## config.mk

```make
export PLATFORM = sky130hd
export DESIGN_NAME = alu_regfile_seq_flat
export DESIGN_NICKNAME = d
export VERILOG_FILES = /design/src/rtl/alu_regfile_seq_if.sv /design/src/rtl/alu_regfile_seq.sv /design/src/flat_wrapper.sv
export SDC_FILE = /design/constraint.sdc
export NUM_CORES = 1
export LEC_CHECK = 0
export CAP_MARGIN = 20
export CORE_MARGIN = 4
export CORE_UTILIZATION = 45
export DETAILED_ROUTE_END_ITERATION = 10
export PLACE_DENSITY_LB_ADDON = 0.1
export SYNTH_ARGS = -nofsm -noshare
export SYNTH_HDL_FRONTEND = slang
export SYNTH_SLANG_ARGS = --single-unit
```

## constraint.sdc

```tcl
create_clock -name clk -period 5.4 [get_ports clk]
set_input_delay 0.81 -clock clk [delete_from_list [all_inputs] [get_ports clk]]
set_output_delay 0.81 -clock clk [all_outputs]
set_load 0.1 [all_outputs]
```

## src/rtl/alu_regfile_seq_if.sv

```systemverilog
// Command/result bus of the ALU register-file datapath.
// Master is the sequencer side, slave is the datapath side.
interface alu_regfile_seq_if #(
    parameter int WIDTH = 16,
    parameter int NREG  = 4
);
    localparam int RI = $clog2(NREG);

    logic             in_valid;
    logic             in_ready;
    logic [2:0]       op;
    logic [WIDTH-1:0] a;
    logic [WIDTH-1:0] b;
    logic             src_sel;
    logic [RI-1:0]    rs;
    logic [1:0]       shift_mode;
    logic             wr_en;
    logic [RI-1:0]    rd;
    logic             out_en;
    logic [WIDTH-1:0] z;
    logic             z_valid;
    logic             flag_zero;
    logic             flag_carry;
    logic             flag_neg;

    modport master (
        output in_valid, op, a, b, src_sel, rs,
        output shift_mode, wr_en, rd, out_en,
        input  in_ready, z, z_valid,
        input  flag_zero, flag_carry, flag_neg
    );

    modport slave (
        input  in_valid, op, a, b, src_sel, rs,
        input  shift_mode, wr_en, rd, out_en,
        output in_ready, z, z_valid,
        output flag_zero, flag_carry, flag_neg
    );
endinterface

```

## src/rtl/alu_regfile_seq.sv

```systemverilog
// Parametrised ALU with register file, status flags,
// valid/ready command input and multi-cycle shift-add multiply.
module alu_regfile_seq #(
    parameter int WIDTH = 16,
    parameter int NREG  = 4
) (
    input  logic               clk,
    input  logic               rst,
    alu_regfile_seq_if.slave   bus
);
    localparam int RI = $clog2(NREG);
    localparam int CW = $clog2(WIDTH);

    typedef enum logic [1:0] {
        IDLE,
        MUL,
        DONE
    } state_t;

    state_t             state;
    logic [WIDTH-1:0]   regs [NREG];

    logic [WIDTH-1:0]   m_a;
    logic [2*WIDTH-1:0] acc;
    logic [CW-1:0]      cnt;
    logic [1:0]         l_sm;
    logic               l_wr;
    logic               l_oe;
    logic [RI-1:0]      l_rd;

    logic [WIDTH-1:0]   z_q;
    logic               zv_q;
    logic               fz_q;
    logic               fc_q;
    logic               fn_q;

    logic               accept;
    logic               sc_go;
    logic [WIDTH-1:0]   s;
    logic [WIDTH:0]     alu_w;
    logic [WIDTH-1:0]   sc_res;
    logic [WIDTH-1:0]   mul_res;
    logic               mul_c;
    logic [WIDTH:0]     msum;
    logic [2*WIDTH-1:0] acc_nxt;

    logic               rf_we;
    logic [RI-1:0]      rf_wa;
    logic [WIDTH-1:0]   rf_wd;
    logic               z_we;
    logic [WIDTH-1:0]   z_wd;
    logic               z_c;

    function automatic logic [WIDTH-1:0] shf(
        input logic [WIDTH-1:0] v,
        input logic [1:0]       m
    );
        logic [WIDTH-1:0] r;
        unique case (m)
            2'b00: r = v;
            2'b01: r = {1'b0, v[WIDTH-1:1]};
            2'b10: r = {v[WIDTH-3:0], 2'b00};
            2'b11: r = {v[WIDTH-2:0], 1'b0};
            default: r = v;
        endcase
        return r;
    endfunction

    assign bus.in_ready   = (state == IDLE) && !rst;
    assign accept         = bus.in_valid && bus.in_ready;
    assign sc_go          = accept && (bus.op != 3'b000);
    assign s              = bus.src_sel ? regs[bus.rs] : bus.b;

    assign bus.z          = z_q;
    assign bus.z_valid    = zv_q;
    assign bus.flag_zero  = fz_q;
    assign bus.flag_carry = fc_q;
    assign bus.flag_neg   = fn_q;

    // Single-cycle op: bit WIDTH carries carry-out or borrow
    always_comb begin
        alu_w = '0;
        unique case (bus.op)
            3'b000: alu_w = '0;
            3'b001: alu_w = {1'b0, s};
            3'b010: alu_w = {1'b0, bus.a} + {1'b0, s};
            3'b011: alu_w = {1'b0, bus.a} - {1'b0, s};
            3'b100: alu_w = {1'b0, s} - {1'b0, bus.a};
            3'b101: alu_w = {1'b0, bus.a & s};
            3'b110: alu_w = {1'b0, bus.a | s};
            3'b111: alu_w = {1'b0, bus.a ^ s};
            default: alu_w = '0;
        endcase
    end

    assign sc_res  = shf(alu_w[WIDTH-1:0], bus.shift_mode);
    assign mul_res = shf(acc[WIDTH-1:0], l_sm);
    assign mul_c   = |acc[2*WIDTH-1:WIDTH];

    // One shift-add step: add multiplicand to the high half, shift right
    always_comb begin
        msum = {1'b0, acc[2*WIDTH-1:WIDTH]};
        if (acc[0])
            msum = msum + {1'b0, m_a};
        acc_nxt = {msum, acc[WIDTH-1:1]};
    end

    // Write-back select: MUL completion or a live single-cycle command
    always_comb begin
        rf_we = 1'b0;
        rf_wa = '0;
        rf_wd = '0;
        z_we  = 1'b0;
        z_wd  = '0;
        z_c   = 1'b0;
        if (state == DONE) begin
            rf_we = l_wr;
            rf_wa = l_rd;
            rf_wd = mul_res;
            z_we  = l_oe;
            z_wd  = mul_res;
            z_c   = mul_c;
        end else if (sc_go) begin
            rf_we = bus.wr_en;
            rf_wa = bus.rd;
            rf_wd = sc_res;
            z_we  = bus.out_en;
            z_wd  = sc_res;
            z_c   = alu_w[WIDTH];
        end
    end

    // Sequencer FSM and multiplier state
    always_ff @(posedge clk or posedge rst) begin
        if (rst) begin
            state <= IDLE;
            m_a   <= '0;
            acc   <= '0;
            cnt   <= '0;
            l_sm  <= '0;
            l_wr  <= 1'b0;
            l_oe  <= 1'b0;
            l_rd  <= '0;
        end else begin
            unique case (state)
                IDLE: begin
                    if (accept && bus.op == 3'b000) begin
                        state <= MUL;
                        m_a   <= bus.a;
                        acc   <= {{WIDTH{1'b0}}, s};
                        cnt   <= CW'(WIDTH - 1);
                        l_sm  <= bus.shift_mode;
                        l_wr  <= bus.wr_en;
                        l_oe  <= bus.out_en;
                        l_rd  <= bus.rd;
                    end
                end
                MUL: begin
                    acc <= acc_nxt;
                    cnt <= cnt - CW'(1);
                    if (cnt == '0)
                        state <= DONE;
                end
                DONE: state <= IDLE;
                default: state <= IDLE;
            endcase
        end
    end

    // Register file write port
    always_ff @(posedge clk or posedge rst) begin
        if (rst) begin
            for (int i = 0; i < NREG; i++)
                regs[i] <= '0;
        end else if (rf_we) begin
            regs[rf_wa] <= rf_wd;
        end
    end

    // Result register, flags and one-cycle valid pulse
    always_ff @(posedge clk or posedge rst) begin
        if (rst) begin
            z_q  <= '0;
            zv_q <= 1'b0;
            fz_q <= 1'b0;
            fc_q <= 1'b0;
            fn_q <= 1'b0;
        end else begin
            zv_q <= z_we;
            if (z_we) begin
                z_q  <= z_wd;
                fz_q <= (z_wd == '0);
                fc_q <= z_c;
                fn_q <= z_wd[WIDTH-1];
            end
        end
    end
endmodule

```

## src/flat_wrapper.sv

```systemverilog
// flat-port wrapper written by rule: the top's interface ports become plain ports
module alu_regfile_seq_flat 
#(
    parameter int WIDTH = 16,
    parameter int NREG  = 4
)
  (clk, rst, bus_in_valid, bus_op, bus_a, bus_b, bus_src_sel, bus_rs, bus_shift_mode, bus_wr_en, bus_rd, bus_out_en, bus_in_ready, bus_z, bus_z_valid, bus_flag_zero, bus_flag_carry, bus_flag_neg);
  alu_regfile_seq_if #(.WIDTH(WIDTH), .NREG(NREG)) bus_i ();
  input  logic clk;
  input  logic rst;
  input wire logic [$bits(bus_i.in_valid)-1:0] bus_in_valid;
  input wire logic [$bits(bus_i.op)-1:0] bus_op;
  input wire logic [$bits(bus_i.a)-1:0] bus_a;
  input wire logic [$bits(bus_i.b)-1:0] bus_b;
  input wire logic [$bits(bus_i.src_sel)-1:0] bus_src_sel;
  input wire logic [$bits(bus_i.rs)-1:0] bus_rs;
  input wire logic [$bits(bus_i.shift_mode)-1:0] bus_shift_mode;
  input wire logic [$bits(bus_i.wr_en)-1:0] bus_wr_en;
  input wire logic [$bits(bus_i.rd)-1:0] bus_rd;
  input wire logic [$bits(bus_i.out_en)-1:0] bus_out_en;
  output wire logic [$bits(bus_i.in_ready)-1:0] bus_in_ready;
  output wire logic [$bits(bus_i.z)-1:0] bus_z;
  output wire logic [$bits(bus_i.z_valid)-1:0] bus_z_valid;
  output wire logic [$bits(bus_i.flag_zero)-1:0] bus_flag_zero;
  output wire logic [$bits(bus_i.flag_carry)-1:0] bus_flag_carry;
  output wire logic [$bits(bus_i.flag_neg)-1:0] bus_flag_neg;
  assign bus_i.in_valid = bus_in_valid;
  assign bus_i.op = bus_op;
  assign bus_i.a = bus_a;
  assign bus_i.b = bus_b;
  assign bus_i.src_sel = bus_src_sel;
  assign bus_i.rs = bus_rs;
  assign bus_i.shift_mode = bus_shift_mode;
  assign bus_i.wr_en = bus_wr_en;
  assign bus_i.rd = bus_rd;
  assign bus_i.out_en = bus_out_en;
  assign bus_in_ready = bus_i.in_ready;
  assign bus_z = bus_i.z;
  assign bus_z_valid = bus_i.z_valid;
  assign bus_flag_zero = bus_i.flag_zero;
  assign bus_flag_carry = bus_i.flag_carry;
  assign bus_flag_neg = bus_i.flag_neg;
  alu_regfile_seq #(.WIDTH(WIDTH), .NREG(NREG)) u_core (.clk(clk), .rst(rst), .bus(bus_i));
endmodule
```

== Yosys cells after proc, flatten, opt, wreduce, memory -nomap -nowiden ==
Cells that the tools add are included.
Storage, ports and cells
  output and inout port bits: 21
  input port bits: 47
  word-level logic and storage cells: 93
  register bits: 144
Cells by class
  order comparisons: 3
  bitwise logic cells: 5
  equal/unequal tests: 17
  add/sub/neg operators: 5
  mux-type cells: 28
  reduce and logical (&&, ||, !) cells: 18
Operators with widths (count)
  $pmux 17 s8: 1
  $pmux 16 s4: 2
  $mux 16: 6
  $bwmux 64: 1
  $pmux 32 s2: 1
  $add 16x16->17: 2
  $sub 16x16->17: 2
  $bmux 16 s2: 1
  $demux 16 s2: 1
  $mux 32: 1
  $mux 17: 1
  $and 16x16->16: 1
  $logic_not 16->1: 1
  $or 16x16->16: 1
  $reduce_or 16->1: 1
  $xor 16x16->16: 1
  $eq 3x3->1 const B: 4
  $eq 2x2->1 const B: 5
  $mux 2: 4
  $pmux 4 s2: 1
  $eq 2x1->1 const B: 3
  $eq 3x2->1 const B: 2
  $ge 3x3->1 const B: 2
  $logic_not 2->1: 3
  16 further kinds: 28

== Logic depth before layout (Yosys ltp) ==
  word-level depth: 12
  gate-level depth with buffers: 20
  mapped depth without buffers: 18

== Worst setup path after synthesis ==
Ideal clock, no wire load.
  path kind: input -> register
  from: input rst
  to: register u_core.fz_q (netlist: u_core.bus.flag_zero)
  stages: 11
  setup time: 0.123 ns
  required time: 5.277 ns
  arrival: 4.973 ns
  buffers on the path: 0
  path slack: 0.304 ns
  path through: nor3_1 -> nand2_1 -> nor2_1 -> nand2_1 -> o31ai_1 -> nor2_1 -> nand3_1 -> nor4b_1 -> and4_1 -> and4_1 -> a32o_2
On the way
  cells in the longest elaborated chain, start to end: 7
  elaborated cells between the ends (all ways): 9
  those cells by class: mux: 4; reduce/logical: 5
RTL lines
  start, declared: line flat_wrapper.sv:10  | input logic rst;
  $logic_not 1->1 (*): line alu_regfile_seq.sv:69  | assign bus.in_ready = (state == IDLE) && !rst;
  $logic_and 1x1->1 (*): line alu_regfile_seq.sv:69
  $logic_and 1x1->1 (*): line alu_regfile_seq.sv:70  | assign accept = bus.in_valid && bus.in_ready;
  $logic_and 1x1->1 (*): line alu_regfile_seq.sv:71  | assign sc_go = accept && (bus.op != 3'b000);
  $mux 16: line alu_regfile_seq.sv:123  | end else if (sc_go) begin
  $mux 16: line alu_regfile_seq.sv:116  | if (state == DONE) begin
  $logic_not 16->1: line alu_regfile_seq.sv:192  | fz_q <= (z_wd == '0);
  end signal, assigned: line alu_regfile_seq.sv:192
  end, declared: line alu_regfile_seq.sv:33  | logic fz_q;
Mark *: on every way between the ends. The rest lies on a longest branch, timed or not.
A chain may end at the register's enable or synchronous reset.

== Worst setup path in the final report ==
  from: input bus_rs[0]
  to: register u_core.fz_q (netlist: u_core.bus.flag_zero)
On the way
  cells in the longest elaborated chain, start to end: 11
  elaborated cells between the ends (all ways): 16
  those cells by class: add/sub: 3; mux: 8; bitwise: 4; reduce/logical: 1
RTL lines
  start, declared: line flat_wrapper.sv:16  | input wire logic [$bits(bus_i.rs)-1:0] bus_rs;
  $not 2->3 (implied by the code) (*): line alu_regfile_seq.sv:72  | assign s = bus.src_sel ? regs[bus.rs] : bus.b;
  $bmux 16 s2 (*): line alu_regfile_seq.sv:72
  $mux 16 (implied by the code) (*) (2 in a row): line alu_regfile_seq.sv:72
  $mux 16 (*): line alu_regfile_seq.sv:72
  $sub 16x16->17 (tied with other cells): line alu_regfile_seq.sv:88  | 3'b100: alu_w = {1'b0, s} - {1'b0, bus.a};
  $pmux 17 s8 (*): line alu_regfile_seq.sv:83  | unique case (bus.op)
  $pmux 16 s4 (*): line alu_regfile_seq.sv:59  | unique case (m)
  $mux 16 (*): line alu_regfile_seq.sv:123
  $mux 16 (*): line alu_regfile_seq.sv:116
  $logic_not 16->1 (*): line alu_regfile_seq.sv:192
Mark *: on every way between the ends. The rest lies on a longest branch, timed or not. The select of a mux whose other input is x is not followed.

==> impl_results.md <==
* Post-synthesis instance total at 1224
* Hold Vio Cnt, Final at 0
* Final period util at 96.12%
* Worst skew pair latency at 430 ps
* Commonest non-fill, non-tap cell in the layout: dfrtp_1
* Slew Viols, Final at 0
* Post-CTS Resized at 0
* Multi-input logic area at 6725 sq um
* Die Footprint at 26560 sq um
* Num rows at 56
* Clk_skew at 18.45 ps
* Sequential area share after synthesis at 33.11%
* Worst path slowest cell: clkdlybuf4s50_1
* Gpl congestion at 0.9515
* Post-synth cell types at 84
* DRC violations left at 0
* Clk buf depth at 2
* Inserted Diodes at 0
* Initial DRC Count at 770
* Syn_nets at 1359
* Worst hold path class: register to register
* Fmax at 0.1927 GHz
* Sequential cell area at 3578 sq um
* Worst IR drop on VDD at 0.5949 mV
* Placed Cells at 1675
* First-pass GRT wire length at 53.83 mm
* Clock sink count at 143
* Drt pass-1 iters at 5
* Io pins at 68
* Total CTS buffers at 17
* RSZ-0062 raised after global routing: no
* Power density cells at 439.3 nW/um^2
* Req. time, crit path at 5760 ps
* Post-DRT Antenna Nets at 0
* Status: completed
* Initial antenna violation count at 0
* Commonest non-fill, non-tap cells in the layout: dfrtp_1, buf_4, nand2_1
* Die Wd at 163.0 um
* Layout net count at 1511
* Worst setup margin at 209.4 ps
* Yosys synthesis warning count at 0
* Post-CTS Hold Fix Bufs at 0
* Number of global-route vias before repair at 9592
* Final min period at 5191 ps
* Core footprint at 23540 sq um
* Final setup fails at 0
* CTS tree: done
* Cell Chain, Critical Path: clkdlybuf4s50_1 -> buf_12 -> mux4_2 -> mux2i_1 -> buf_4 -> inv_1 -> ha_1 -> inv_1 -> fa_1 -> nand2b_1 -> a211oi_1 -> o21ai_1 -> o31a_1 -> buf_4 -> o311ai_0 -> o211ai_1 -> o22ai_1 -> o22ai_1 -> a21oi_1 -> and4_1 -> a32o_2
* Initial Util at 45.91%
* Startpoint Class: input pin
* Root buffer cell: clkbuf_16
* Final non-filler cell total at 1708
* Post-synth EDFFs at 0
* Slew @ Worst Pin at 1072 ps
* Routed WL at 34.36 mm
* Clk slew on worst S/H paths at 70 ps
* GRT overflow at 0
* Critical path capture point type: register
* Max-slew headroom at 28.29%
* # port buffers at 67
* Synth Cell Area at 10810 sq um
* Leak at 5.963 nW
* Post-DP HPWL at 26.40 mm
* Largest net degree at the start of global routing at 113
* Average wire per standard cell at 20.12 um
* Layout fillers at 2250
* Fraction of registers with async set or reset after synthesis at 100.0%
* Worst-path maximum fanout at 11
* Slowest stage delay, CP at 500 ps
* Buffer and inverter count on the worst path at 6
* Max Cap Viol at 0
* Via/cell ratio at 5.766
* Syn avg cell area at 8.831 sq um
* Post-CTS Repair Setup Buffers at 0
* Post-synth top flop: dfrtp_1
* Cell family with most CP delay: compound AO/OA/AOI/OAI gates
* Setup TNS at 0 ps
* Final hold slack at 479.4 ps
* Vias at 9849
* Layout cell share with drive strength beyond 1 at 16.49%
* GRT Total Usage at 26.15%
* Critical path type: input pin to register
* Layout area overhead at 22.50%
* Worst slack, placed at -116.4 ps
* WP data arrival at 5550 ps
* H-tree levels at 4
* Yosys reg bits at 143
* Die Ht at 163.0 um
## flip-flops by register name, summed over array words and instances (netlist names)
signal / cells
u_core.acc: 32
u_core.bus.flag_carry: 1
u_core.bus.flag_neg: 1
u_core.bus.flag_zero: 1
u_core.bus.z: 15
u_core.bus.z_valid: 1
u_core.cnt: 4
u_core.l_oe: 1
u_core.l_rd: 2
u_core.l_sm: 2
u_core.l_wr: 1
u_core.m_a: 16
u_core.regs: 64
u_core.state: 2
## through the flow
step,cell area (sq um),power [mW],util (%)
floorplan,10810,3.750,-
global placement,12620,4.583,53.60
detailed placement,12620,4.615,53.60
CTS,13210,5.836,56.13
global route,13240,6.191,56.24
finish,13240,5.817,56.24
## synthesized netlist by cell type, types with 25 or more instances
master	count	area (sq um)
xnor2_1	30	262.8
inv_1	62	232.7
dfrtp_1	143	3578
clkbuf_1	56	210.2
ha_1	85	1064
nand3_1	26	130.1
o21ai_0	115	575.6
nor2_1	102	382.9
nand2_1	117	439.2
mux2_2	25	281.5
a21oi_1	93	465.5
mux2i_1	35	350.3
nand2b_1	27	168.9
## final cells by class
cell class                 count  share of cell area, %
tap                          319                  3.014
inverter                      63                  1.824
clock buffer                  17                  3.213
timing repair buffer         200                  12.85
multi-input combinational    951                  50.79
sequential                   143                  27.02
clock inverter                15                  1.285
## power by group
group          leakage (nW)  switching, mW  internal (mW)  total (mW)
Clock                 0.292          0.534          0.661        1.19
Combinational          3.83           1.74           1.14        2.88
Sequential             1.84          0.323           1.42        1.74
## layer usage
| metal | wire, um | track usage (%) |
|---|---|---|
| met1 | 15490 | 35.81 |
| met2 | 16040 | 42.42 |
| met3 | 1606 | 3.088 |
| met4 | 1227 | 10.48 |
| met5 | 0 | 0 |
## worst reg2reg max path, stage by stage (launching register included)
cell and delay, ps:
dfrtp_1 390, mux4_2 450, mux2i_1 170, buf_4 170
inv_1 60, ha_1 190, inv_1 80, fa_1 190
nand2b_1 100, a211oi_1 310, o21ai_1 190, o31a_1 290
buf_4 140, o311ai_0 310, o211ai_1 180, o22ai_1 340
o22ai_1 120, a21oi_1 330, and4_1 250, a32o_2 160
## logic make-up (layout without fill, tap and decap cells)
kind of cell / after synthesis / after routing / share of synthesized area, %
compound gates: 376 / 376 / 22.46
mux: 80 / 80 / 10.04
fa+ha+maj: 88 / 88 / 10.39
simple gates: 368 / 368 / 16.10
buf+inv: 130 / 295 / 4.746
xor+xnor: 39 / 39 / 3.160
flops: 143 / 143 / 33.11
## final timing paths
check	startpoint	end	slack, ps	cells past startpoint
hold reg to reg	u_core.regs[10]$_DFFE_PP0P_	u_core.regs[10]$_DFFE_PP0P_	480	2
hold / removal	u_core.regs[10]$_DFFE_PP0P_	u_core.regs[10]$_DFFE_PP0P_	480	2
setup reg to reg	u_core.regs[16]$_DFFE_PP0P_	u_core.bus.flag_zero$_DFFE_PP0P_	920	19
max in group asynchronous	rst	u_core.regs[21]$_DFFE_PP0P_	3470	4
setup / recovery	bus_rs[0]	u_core.bus.flag_zero$_DFFE_PP0P_	210	21
min in group asynchronous	rst	u_core.acc[24]$_DFFE_PP0P_	800	2
No activity file was read; power rests on OpenSTA's default activity.
